[config.mk]
export PLATFORM = sky130hd
export DESIGN_NAME = icache_ctrl
export DESIGN_NICKNAME = d
export VERILOG_FILES = /design/src/rtl/icache_ctrl.sv
export SDC_FILE = /design/constraint.sdc
export NUM_CORES = 2
export LEC_CHECK = 0
export CAP_MARGIN = 20
export CELL_PAD_IN_SITES_DETAIL_PLACEMENT = 0
export CELL_PAD_IN_SITES_GLOBAL_PLACEMENT = 1
export CORE_UTILIZATION = 35
export CTS_CLUSTER_DIAMETER = 150
export CTS_CLUSTER_SIZE = 40
export DETAILED_ROUTE_END_ITERATION = 6
export DONT_BUFFER_PORTS = 1
export GPL_TIMING_DRIVEN = 0
export PLACE_DENSITY_LB_ADDON = 0.3
export SETUP_SLACK_MARGIN = 0.2
export SLEW_MARGIN = 25
export SYNTH_ARGS = -nofsm -noshare
export SYNTH_HDL_FRONTEND = slang
export SYNTH_SLANG_ARGS = --single-unit
[constraint.sdc]
create_clock -name clk -period 16.4 [get_ports clk]
set_clock_uncertainty 0.1 [all_clocks]
set_input_delay 4.92 -clock clk [delete_from_list [all_inputs] [get_ports clk]]
set_output_delay 4.92 -clock clk [all_outputs]
set_load 0.1 [all_outputs]
[src/rtl/icache_ctrl.sv]
// Direct-mapped instruction cache controller. Hits are answered in one cycle;
// misses refill a 4-word line from backing memory one beat at a time.
module icache_ctrl #(
    parameter int DATA_WIDTH       = 32,
    parameter int CACHE_LINE_WIDTH = 128,
    parameter int NUM_LINES        = 16
) (
    input  logic                        clk,
    input  logic                        rst,
    input  logic                        rd_en,
    input  logic [DATA_WIDTH-1:0]       PC_in,
    input  logic                        abort,
    output logic [CACHE_LINE_WIDTH-1:0] D_out,
    output logic                        d_out_valid,
    output logic                        mem_rd_req,
    output logic [DATA_WIDTH-1:0]       mem_addr,
    input  logic [DATA_WIDTH-1:0]       mem_data,
    input  logic                        mem_data_valid,
    output logic                        busy
);

    localparam int IDX_W = $clog2(NUM_LINES);
    localparam int TAG_W = DATA_WIDTH - 4 - IDX_W;

    typedef enum logic [1:0] {IDLE, REFILL, RESPOND} state_e;

    state_e                        state_q, state_d;
    logic [1:0]                    beat_cnt_q, beat_cnt_d;
    logic                          drop_q, drop_d;
    logic [DATA_WIDTH-1:0]         base_q, base_d;
    logic [CACHE_LINE_WIDTH-1:0]   fill_q, fill_d;
    logic [CACHE_LINE_WIDTH-1:0]   dout_q, dout_d;
    logic                          hit_vld_q, hit_vld_d;
    logic                          req_q, req_d;
    logic [DATA_WIDTH-1:0]         addr_q, addr_d;
    logic                          line_we;

    logic [NUM_LINES-1:0]          valid_q;
    logic [TAG_W-1:0]              tag_q  [NUM_LINES];
    logic [CACHE_LINE_WIDTH-1:0]   data_q [NUM_LINES];

    logic [IDX_W-1:0]              pc_idx, base_idx;
    logic [TAG_W-1:0]              pc_tag, base_tag;
    logic                          hit;
    logic [1:0]                    beat_nxt;
    logic [DATA_WIDTH-1:0]         line_mask;

    assign line_mask = {{(DATA_WIDTH-4){1'b1}}, 4'b0000};
    assign pc_idx    = PC_in[4 +: IDX_W];
    assign pc_tag    = PC_in[DATA_WIDTH-1 -: TAG_W];
    assign base_idx  = base_q[4 +: IDX_W];
    assign base_tag  = base_q[DATA_WIDTH-1 -: TAG_W];
    assign hit       = valid_q[pc_idx] && (tag_q[pc_idx] == pc_tag);
    assign beat_nxt  = beat_cnt_q + 2'd1;

    always_comb begin
        state_d    = state_q;
        beat_cnt_d = beat_cnt_q;
        drop_d     = drop_q;
        base_d     = base_q;
        fill_d     = fill_q;
        dout_d     = dout_q;
        hit_vld_d  = 1'b0;
        req_d      = req_q;
        addr_d     = addr_q;
        line_we    = 1'b0;
        case (state_q)
            IDLE: begin
                if (rd_en && !abort) begin
                    if (hit) begin
                        dout_d    = data_q[pc_idx];
                        hit_vld_d = 1'b1;
                    end else begin
                        base_d     = PC_in & line_mask;
                        addr_d     = PC_in & line_mask;
                        beat_cnt_d = 2'd0;
                        drop_d     = 1'b0;
                        req_d      = 1'b1;
                        state_d    = REFILL;
                    end
                end
            end
            REFILL: begin
                if (abort) drop_d = 1'b1;
                if (mem_data_valid) begin
                    fill_d[DATA_WIDTH*int'(beat_cnt_q) +: DATA_WIDTH] = mem_data;
                    beat_cnt_d = beat_nxt;
                    addr_d     = base_q | DATA_WIDTH'({beat_nxt, 2'b00});
                    if (beat_cnt_q == 2'd3) begin
                        // A dropped refill still fills the array so the work is not wasted.
                        line_we = 1'b1;
                        req_d   = 1'b0;
                        addr_d  = base_q;
                        drop_d  = 1'b0;
                        state_d = (drop_q || abort) ? IDLE : RESPOND;
                    end
                end
            end
            RESPOND: begin
                if (!abort) dout_d = fill_q;
                state_d = IDLE;
            end
            default: state_d = IDLE;
        endcase
    end

    always_ff @(posedge clk) begin
        if (rst) begin
            state_q    <= IDLE;
            beat_cnt_q <= 2'd0;
            drop_q     <= 1'b0;
            base_q     <= '0;
            fill_q     <= '0;
            dout_q     <= '0;
            hit_vld_q  <= 1'b0;
            req_q      <= 1'b0;
            addr_q     <= '0;
            valid_q    <= '0;
        end else begin
            state_q    <= state_d;
            beat_cnt_q <= beat_cnt_d;
            drop_q     <= drop_d;
            base_q     <= base_d;
            fill_q     <= fill_d;
            dout_q     <= dout_d;
            hit_vld_q  <= hit_vld_d;
            req_q      <= req_d;
            addr_q     <= addr_d;
            if (line_we) valid_q[base_idx] <= 1'b1;
        end
    end

    always_ff @(posedge clk) begin
        if (line_we) begin
            tag_q[base_idx]  <= base_tag;
            data_q[base_idx] <= fill_d;
        end
    end

    // The refilled line is shown directly in RESPOND so abort can still veto it.
    assign d_out_valid = hit_vld_q || ((state_q == RESPOND) && !abort);
    assign D_out       = ((state_q == RESPOND) && !abort) ? fill_q : dout_q;
    assign mem_rd_req  = req_q;
    assign mem_addr    = addr_q;
    assign busy        = (state_q != IDLE);

endmodule

==> results.json <==
{
  "critPathMaxStageDelay_ns": 0.76,
  "ff2ff_path_depth": 7,
  "overflow": 0,
  "total_power_uw": 11200,
  "layout_min_cycle_time_ns": 12.59,
  "initial_utilization": 0.3523,
  "clockBufferDepth": 3,
  "track_usage": 0.2089,
  "place_hpwl_um": 231900,
  "report.final.slew_viol_count": 0,
  "grt_max_degree": 42,
  "setup_viol": 0,
  "relSlewSlack": 0.2116,
  "post-cts-setup-buffers": 0,
  "die_h_um": 562.8,
  "fmax_ghz": 0.07942,
  "powerDensity_nw_per_um2": 90.64,
  "r2r_start": "beat_cnt_q[0]",
  "crit_path_cell_trace": "nor2_2 -> buf_6 -> clkbuf_2 -> buf_16 -> clkbuf_1 -> mux2_2",
  "hold_violations": 0,
  "synth-edff-count": 2432,
  "worst_setup_path_end_kind": "primary output",
  "syn_inst": 5617,
  "first_pass_iters": 5,
  "grt_pass1_wl_um": 461100,
  "postCtsHoldBufs": 0,
  "clkSlewWorstSetupHoldPaths_ns": 0.13,
  "synth_flop_cell": "edfxtp_1",
  "max-cap-violations": 0,
  "period_share": 0.7678,
  "clock-sinks": 2769,
  "vias": 56847,
  "via_per_inst": 5.568,
  "drt_iter0_drc": 6868,
  "crit_fanout": 10,
  "antenna_found_initial": 24,
  "cp.arrival_ns": 7.57,
  "dieArea_um2": 316700,
  "hold_class": "register to register",
  "syn2layout_area_growth_pct": 12.30,
  "worstMarginPinSlew_ns": 1.183,
  "routed_wl_um": 334700,
  "crit_end": "D_out[107]",
  "startpoint_type": "input port",
  "cts_root_buf": "clkbuf_16",
  "finalSetupTns_ns": 0,
  "coreArea_um2": 312400,
  "run_status": "finished clean",
  "p_leak_uw": 0.04471,
  "drive_above_1_share": 0.2641,
  "clock_latency_ns": 0.82,
  "async_flop_share": 0,
  "io_pins": 232,
  "port_buffers": 0,
  "peakVddDrop_v": 0.00008244,
  "rsz0062_at_grt": "false",
  "synthesis.area_um2": 110100,
  "yosys_warnings": 0,
  "cts_inserted_buffers": 79,
  "drc": 0,
  "cp-startpoint": "abort",
  "rows": 205,
  "place_congestion": 0.7804,
  "cp.required_ns": 11.38,
  "cts_resized": 0,
  "synth_cell_types": 62,
  "htreeDepth": 3,
  "wl_per_cell_um": 32.78,
  "criticalPathCategory": "input port to primary output",
  "cts_tree": "built",
  "r2r-end": "data_q[2][53]",
  "detail-route-antenna-nets": 0,
  "slowest_stage": "mux2_2",
  "nFillCells": 27915,
  "synth_seq_cells": 2769,
  "yosysSeqAreaShare": 0.7248,
  "reg2reg_slack_ns": 11.48,
  "first_global_vias": 56194,
  "die_w_um": 562.8,
  "avgSynthCellArea_um2": 19.60,
  "nets": 6035
}
==> report_power, final <==
group | internal [uW] | switching [uW]
logic | 169 | 315
clock network | 984 | 2070
registers | 7590 | 69.7
==> layout make-up <==
cell class	instances	area, um^2	area share
sequential	2769	79780	0.6454
multi-input combinational	2485	29120	0.2356
timing repair buffer	261	5344	0.04323
tap	4140	5180	0.04191
clock buffer	143	2302	0.01863
buffer	354	1675	0.01355
antenna	43	107.6	0.0008705
clock inverter	5	62.56	0.0005061
inverter	10	37.54	0.0003037
==> state kept, by name (all words and copies together) (netlist names), 16 cells and up <==
register,flops
base_q,28
data_q,2048
dout_q,128
fill_q,128
mem_addr,30
tag_q,384
valid_q,16
==> how the worst min path moves through the flow <==
stage | from | end | depth (start not counted)
global placement | valid_q[8] | valid_q[8] | 2
CTS | valid_q[7] | valid_q[7] | 2
floorplan | valid_q[12] | valid_q[12] | 2
detailed placement | valid_q[7] | valid_q[7] | 2
finish | valid_q[7] | valid_q[7] | 2
global route | valid_q[3] | valid_q[3] | 2
==> critical path, delay by kind of cell <==
family        cells  cell delay, ns
simple gates      1            0.17
buf+inv           4            1.62
mux               1            0.76
==> cells in the mapped netlist (all sizes together) (32+ instances only) <==
| master | instances | area, um^2 |
|---|---|---|
| a211oi | 32 | 240.2 |
| mux2i | 205 | 2052 |
| mux4 | 723 | 16280 |
| mux2 | 272 | 3513 |
| nor2b | 138 | 863.3 |
| clkbuf | 208 | 782.0 |
| edfxtp | 2432 | 73030 |
| a21oi | 40 | 204.0 |
| nand2 | 337 | 1265 |
| and3 | 61 | 381.6 |
| and2 | 157 | 982.2 |
| o21ai | 135 | 675.7 |
| dfxtp | 337 | 6746 |
| nor2 | 191 | 716.9 |
| buf | 146 | 790.8 |
==> layer usage <==
metal | part of all wire | track usage | vias to the layer above
met5 | 0 | 0 | -
met4 | 0.019 | 0.03808 | 0
met3 | 0.072 | 0.03334 | 229
met2 | 0.48 | 0.3428 | 2101
met1 | 0.43 | 0.2960 | 31355
li1 | - | - | 23162
==> logic make-up after synthesis <==
| kind of cell | synth area share |
|---|---|
| AOI/OAI and AO/OA | 0.01806 |
| xor gates and xnor gates | 0.001591 |
| adders and majority gates | 0.0006820 |
| buffers and inverters | 0.01463 |
| DFF | 0.7248 |
| muxes | 0.1985 |
| other | 0.00003407 |
| and+or+nand+nor | 0.04172 |
==> stage by stage <==
stage	hold slack [ns]	std cells	util	worst slack, ns	cell area (um^2)
after global placement	0.3431	9758	0.3690	-8.068	115300
after CTS	0.3897	10166	0.3943	3.762	123200
after detailed placement	0.3586	10018	0.3868	3.762	120800
after global routing	0.4151	10188	0.3955	3.796	123500
after floorplan	0.3348	5618	-	3.536	110100
final	0.3787	10210	0.3956	3.808	123600
==> layout by cell type (no fill, tap or decap), types with 83 or more instances in the layout <==
cell,n
dfxtp_1,337
buf_16,117
nor2_1,178
mux2i_1,205
and2_1,157
mux2_2,152
clkbuf_1,233
mux4_2,723
nand2_1,337
nor2b_1,138
clkbuf_16,83
edfxtp_1,2432
mux2_4,120
Power figures use the tool's default switching activity.
